<file path="src/rtl/div_unit.sv">
// Multi-cycle restoring divider for DIV: quotient to LO, remainder to HI, div-by-zero pulse.
// Optional DIVU support is enabled by defining DIV_UNIT_DIVU_EN (adds the is_unsigned input).
module div_unit #(
    parameter int WIDTH = 32
) (
    input  logic             clock,
    input  logic             reset,
    input  logic             start,
`ifdef DIV_UNIT_DIVU_EN
    input  logic             is_unsigned,
`endif
    input  logic [WIDTH-1:0] a,
    input  logic [WIDTH-1:0] b,
    output logic [WIDTH-1:0] hi,
    output logic [WIDTH-1:0] lo,
    output logic             busy,
    output logic             done,
    output logic             div_zero,
    output logic [1:0]       state_dbg
);

    localparam int CW = $clog2(WIDTH);

    typedef enum logic [1:0] {
        S_IDLE = 2'd0,
        S_RUN  = 2'd1,
        S_FIX  = 2'd2
    } state_t;

    state_t           state_q, state_d;
    logic [CW-1:0]    counter_q, counter_d;
    logic [WIDTH-1:0] rem_q, rem_d;
    logic [WIDTH-1:0] quo_q, quo_d;
    logic [WIDTH-1:0] dvs_q, dvs_d;
    logic             sign_quo_q, sign_quo_d;
    logic             sign_rem_q, sign_rem_d;
    logic [WIDTH-1:0] hi_q, hi_d;
    logic [WIDTH-1:0] lo_q, lo_d;
    logic             busy_q, busy_d;
    logic             done_q, done_d;
    logic             div_zero_q, div_zero_d;

    logic             op_unsigned;
    logic [WIDTH-1:0] abs_a;
    logic [WIDTH-1:0] abs_b;
    logic [WIDTH+1:0] shifted;
    logic [WIDTH+1:0] trial;

`ifdef DIV_UNIT_DIVU_EN
    assign op_unsigned = is_unsigned;
`else
    assign op_unsigned = 1'b0;
`endif

    // Magnitudes are treated as unsigned, so |0x80..0| stays 0x80..0 without overflow.
    assign abs_a = (!op_unsigned && a[WIDTH-1]) ? -a : a;
    assign abs_b = (!op_unsigned && b[WIDTH-1]) ? -b : b;

    // Two guard bits: the shifted remainder can reach WIDTH+1 bits, the top bit is the borrow.
    assign shifted = {1'b0, rem_q, quo_q[WIDTH-1]};
    assign trial   = shifted - {2'b00, dvs_q};

    always_comb begin
        state_d    = state_q;
        counter_d  = counter_q;
        rem_d      = rem_q;
        quo_d      = quo_q;
        dvs_d      = dvs_q;
        sign_quo_d = sign_quo_q;
        sign_rem_d = sign_rem_q;
        hi_d       = hi_q;
        lo_d       = lo_q;
        busy_d     = busy_q;
        done_d     = 1'b0;
        div_zero_d = 1'b0;

        case (state_q)
            S_IDLE: begin
                if (start) begin
                    if (b == '0) begin
                        div_zero_d = 1'b1;
                    end else begin
                        quo_d      = abs_a;
                        dvs_d      = abs_b;
                        rem_d      = '0;
                        sign_quo_d = !op_unsigned && (a[WIDTH-1] ^ b[WIDTH-1]);
                        sign_rem_d = !op_unsigned && a[WIDTH-1];
                        counter_d  = '0;
                        busy_d     = 1'b1;
                        state_d    = S_RUN;
                    end
                end
            end

            S_RUN: begin
                if (!trial[WIDTH+1]) begin
                    rem_d = trial[WIDTH-1:0];
                    quo_d = {quo_q[WIDTH-2:0], 1'b1};
                end else begin
                    rem_d = shifted[WIDTH-1:0];
                    quo_d = {quo_q[WIDTH-2:0], 1'b0};
                end
                counter_d = counter_q + CW'(1);
                if (counter_q == CW'(WIDTH - 1)) begin
                    state_d = S_FIX;
                end
            end

            S_FIX: begin
                lo_d    = sign_quo_q ? -quo_q : quo_q;
                hi_d    = sign_rem_q ? -rem_q : rem_q;
                done_d  = 1'b1;
                busy_d  = 1'b0;
                state_d = S_IDLE;
            end

            default: begin
                state_d = S_IDLE;
                busy_d  = 1'b0;
            end
        endcase
    end

    always_ff @(posedge clock) begin
        if (reset) begin
            state_q    <= S_IDLE;
            counter_q  <= '0;
            rem_q      <= '0;
            quo_q      <= '0;
            dvs_q      <= '0;
            sign_quo_q <= 1'b0;
            sign_rem_q <= 1'b0;
            hi_q       <= '0;
            lo_q       <= '0;
            busy_q     <= 1'b0;
            done_q     <= 1'b0;
            div_zero_q <= 1'b0;
        end else begin
            state_q    <= state_d;
            counter_q  <= counter_d;
            rem_q      <= rem_d;
            quo_q      <= quo_d;
            dvs_q      <= dvs_d;
            sign_quo_q <= sign_quo_d;
            sign_rem_q <= sign_rem_d;
            hi_q       <= hi_d;
            lo_q       <= lo_d;
            busy_q     <= busy_d;
            done_q     <= done_d;
            div_zero_q <= div_zero_d;
        end
    end

    assign hi        = hi_q;
    assign lo        = lo_q;
    assign busy      = busy_q;
    assign done      = done_q;
    assign div_zero  = div_zero_q;
    assign state_dbg = state_q;

endmodule

</file>
<file path="config.mk">
export PLATFORM = sky130hd
export DESIGN_NAME = div_unit
export DESIGN_NICKNAME = d
export VERILOG_FILES = /design/src/rtl/div_unit.sv
export SDC_FILE = /design/constraint.sdc
export NUM_CORES = 1
export LEC_CHECK = 0
export CORE_MARGIN = 10
export CORE_UTILIZATION = 35
export CTS_BUF_LIST = sky130_fd_sc_hd__clkbuf_2 sky130_fd_sc_hd__clkbuf_4 sky130_fd_sc_hd__clkbuf_8
export DETAILED_ROUTE_END_ITERATION = 7
export GPL_ROUTABILITY_DRIVEN = 0
export PLACE_DENSITY = 0.59
export SYNTH_ARGS = -nofsm -noshare
export SYNTH_HDL_FRONTEND = slang
export SYNTH_SLANG_ARGS = --single-unit
</file>
<file path="constraint.sdc">
create_clock -name clock -period 2.8 [get_ports clock]
set_input_delay 0.42 -clock clock [delete_from_list [all_inputs] [get_ports clock]]
set_output_delay 0.42 -clock clock [all_outputs]
set_load 0.05 [all_outputs]
</file>
==> results of run 1 <==
==> power by group <==
group | internal, mW | switching [mW] | leakage [nW]
logic | 1.77 | 1.99 | 4.13
clock network | 0.847 | 0.987 | 0.203
registers | 2.59 | 0.160 | 1.40
total | 5.20 | 3.14 | 5.73
==> layer usage <==
layer	part of all wire	routed length, µm	track usage	vias up
li1	-	-	-	5383
met1	0.52	17220	0.2468	4824
met2	0.43	13970	0.2401	199
met3	0.044	1458	0.03077	7
met4	0.0056	183	0.03376	0
met5	0	0	0	-
==> critical path: stages, from the launching register on <==
cell                       delay (ps)
sky130_fd_sc_hd__dfxtp_2          350
sky130_fd_sc_hd__inv_2             50
sky130_fd_sc_hd__ha_4             260
sky130_fd_sc_hd__buf_6             90
sky130_fd_sc_hd__o21a_1           160
sky130_fd_sc_hd__o31ai_4          100
sky130_fd_sc_hd__a211oi_2         270
sky130_fd_sc_hd__nor2_2            80
sky130_fd_sc_hd__o31ai_2          310
sky130_fd_sc_hd__a41o_1           320
sky130_fd_sc_hd__a41o_4           290
sky130_fd_sc_hd__buf_6            140
sky130_fd_sc_hd__nor2_1            50
sky130_fd_sc_hd__a221o_1          310
==> cells in the final DEF (no fill, tap or decap), types with 18 or more instances in the layout <==
master                              n
sky130_fd_sc_hd__o21ai_1           21
sky130_fd_sc_hd__xor2_1           102
sky130_fd_sc_hd__dfxtp_1          165
sky130_fd_sc_hd__o31ai_1           26
sky130_fd_sc_hd__nand2_1          149
sky130_fd_sc_hd__inv_1             43
sky130_fd_sc_hd__buf_4            190
sky130_fd_sc_hd__nor2_1           136
sky130_fd_sc_hd__nand3_1           20
sky130_fd_sc_hd__o211ai_1          34
sky130_fd_sc_hd__clkbuf_8          18
sky130_fd_sc_hd__o21ai_0           54
sky130_fd_sc_hd__a211oi_1          93
sky130_fd_sc_hd__clkdlybuf4s50_1  128
sky130_fd_sc_hd__a21oi_1           68
sky130_fd_sc_hd__xnor2_1           42
sky130_fd_sc_hd__ha_1              29
==> area by class of cell <==
type / count / area (µm²) / area share
repair buffers: 341 / 3048 / 0.2072
multi-input cells: 1027 / 7128 / 0.4845
inverters: 49 / 186.4 / 0.01267
flip-flops and latches: 172 / 3455 / 0.2348
clock inverters: 13 / 152.6 / 0.01037
well taps: 390 / 488.0 / 0.03317
clock buffers: 19 / 255.2 / 0.01735
==> stage by stage <==
step	instance area [µm²]	util	setup TNS, ps
2_1_floorplan	10580	-	-409.0
3_3_place_gp	13680	0.4617	-56280
3_5_place_dp	13680	0.4617	-58760
4_1_cts	14310	0.4828	-85.48
5_1_grt	14710	0.4964	-3721
6_report	14710	0.4964	-1060
==> worst paths after layout <==
check | endpoint | slack [ps] | startpoint
worst min-delay path | quo_q[21] | 270 | reset
worst min register to register | hi[25] | 460 | hi[25]
worst max register to register | rem_q[22] | -100 | dvs_q[2]
worst max-delay path | rem_q[22] | -100 | dvs_q[2]
==> kinds of logic (layout without fill, tap and decap cells) <==
family,count (synthesis),after routing
adders and majority gates,39,39
and+or+nand+nor,423,424
muxes,18,18
DFF,172,172
xor gates and xnor gates,145,145
buffers and inverters,135,422
AOI/OAI and AO/OA,401,401
==> timing repair <==
item,in CTS,in global routing
pin swaps,28,43
buffers inserted,4,4
endpoints found under the setup margin,90,93
endpoints found under the hold margin,0,0
gates resized for setup,60,84
cloned,0,3
==> cell usage after synthesis, drive strengths merged (12+ instances only) <==
cell type,number,share of area
clkbuf,72,0.026
a21o,17,0.012
nor4,12,0.0071
ha,38,0.045
mux2i,18,0.017
or4,18,0.014
nor2,138,0.049
o31ai,35,0.025
o21ai,76,0.036
dfxtp,172,0.33
xnor2,42,0.035
a211oi,94,0.067
nor3,19,0.0090
a21oi,73,0.035
or3,13,0.0082
buf,14,0.0057
nand2,151,0.054
inv,49,0.017
o211ai,34,0.024
nand3,22,0.010
o41ai,20,0.018
xor2,103,0.086
==> state kept, by name (all words and copies together) (netlist names) <==
signal and count:
busy 1, counter_q 5, div_zero 1, done 1, dvs_q 32, hi 32
lo 32, quo_q 32, rem_q 32, sign_quo_q 1, sign_rem_q 1, state_dbg 2
==> results by stage, run 1 <==
Timing:
- Across all setup checks in the final design, the least slack found is -99.76 ps.
- Clock skew on the completed layout was measured at 22.61 ps.
- The total of endpoints with negative setup slack in the final report is 24.
- The measured slew at the worst slew-check pin is 920.6 ps.
- Hold is met by 269.5 ps.
- Headroom to the max-slew limit came out at 0.3854.
- The fmax is 344.9 MHz.
- In the finished design, the share of the clock period the worst path needs comes to 1.036.
- The max-slew violation count came to 0.
- Setup repair after global routing could not meet its margin everywhere.
- After layout, the minimum clock period comes to just under 3000 ps.
- The final-report hold violation count was 0.

Logic synthesis:
- In the synthesized netlist the dominant register cell turns out to be sky130_fd_sc_hd__dfxtp_1.
- The cell count after synthesis came out at 1,333.
- Of the total synthesized cell area, the portion taken by full adders, half adders and majority gates is 0.04703.
- The number of register bits inferred by synthesis is 172.
- Synthesis instantiated 58 different standard cells from the library.
- The number of nets in the synthesized netlist is 1,439.
- The cell area after synthesis is between 0.01 and 0.015 mm².
- During synthesis, Yosys emitted a total of 0 warnings.
- The share of synthesized cell area in and, or, nand and nor gates is 0.1823.
- By area, the combinational part of the netlist is dominated by compound AO/OA/AOI/OAI gates.
- Of the total synthesized cell area, the portion taken by XOR and XNOR cells is 0.1205.
- The share of flip-flops with an asynchronous set or reset is 0.
- The mux contribution to synthesized area is 0.01710.
- A synthesized cell averages ~7.9 µm².
- The number of flops mapped to enable cells by yosys is 0.
- The share of the yosys chip area belonging to registers is 0.3268.
- The synthesized-area fraction occupied by ao, oa, aoi and oai cells is 0.2575.

Final layout:
- The post-layout instance count excluding filler cells is 2,011.
- Compared with the post-synthesis result, the final layout area differs by 39.64%.
- The filler cells instantiated in the layout total 2,874.
- The net count reported at finish is between 1.5k and 2k.
- The number of antenna diodes in the final layout is 0.
- The share of cells above drive strength 1 is 0.2079.

Worst setup path:
- The critical path is of the flop to flop type.
- The data required time of the worst path is 3170 ps.
- The startpoint type of the worst setup path is a flop.
- The type of destination of the critical path is a flop.
- The highest net fanout along the worst path is 4.
- The number of cells on the worst reg-to-reg path is 13.
- Data on the critical path arrives at its endpoint at between 3000 and 4000 ps.

Outcome:
- The run finished, with violations left.
- The final reports fail on negative setup slack.

Clock tree:
- The clock sink count is 172.
- The clock latency reported for the late side of the worst-skew pair is 490 ps.
- The CTS buffer count is 17.
- The TritonCTS clock tree is yes.
- The H-tree depth reported by CTS is 4.
- The clock edge transition at the registers on the reported setup and hold paths is 110 ps.
- The root cell of the clock tree is sky130_fd_sc_hd__clkbuf_8.
- The worst-case clock buffer depth is 2.
- The count of hold-fix buffers inserted at cts is 0.

Placement:
- After legalization and detailed placement, the total HPWL measured 25.41 mm.
- The number of placed cells counting well taps is between 1.5k and 2k.
- The count of buffers added on input and output ports is 135.
- At the placement stage, the worst setup path has a slack of -663.3 ps.

Route:
- The detailed-route wire length is 32.83 mm.
- The antenna violation net count after detailed routing is 0.
- The detail-routed via count per cell is 5.178.
- The DRC marker count from the first detailed-route iteration is around 530.
- In the routed design, unresolved DRC markers number 0.
- The average detailed-routed wire length per instance is 16.33 µm.
- For this run, the detailed router's first-pass iteration total came to 5.
- The via total after detailed routing is 10.41k.

Hold path:
- The path category of the worst min-delay check is primary input to flop.
- The number of stages on the worst hold path is 2.

Power and ir drop:
- Across the VDD grid, the largest voltage drop is 360.1 µV.
- The total power density per cell area is 566.7 mW/mm².
- The static power due to leakage is 5.733 nW.
- The overall power is roughly 8.3 mW.

Floorplanning:
- The number of placed I/O pins is 136.
- In this run the horizontal extent of the chip is 193.5 µm.
- The floorplan step defined a die boundary enclosing 0.03744 mm².
- The initial utilization of the core area, before any placement, comes to 0.3555.
- The floorplan has 63 rows.
- The height of the chip is 193.5 µm.
- The core region is 0.02964 mm².

GRT:
- The first global-routing pass estimated around 52 mm of wire.
- Entering global routing, the biggest net connects 74 pins.
- The via count of the first global-routing pass is between 9k and 10k.
- The initial antenna violation count is 0.
- The residual overflow from global routing is 0.
- The global router's overall resource usage is 0.1656.

Flow run:
- Max-cap violations in this run came to 0.
Note: power is estimated with default switching activity, not from simulation.
==> run 2, diff against run 1 <==
- CTS_CLUSTER_SIZE: not set -> 14
==> results of run 2 <==
No change in the layout: final DEF, timing and power equal those of run 1.
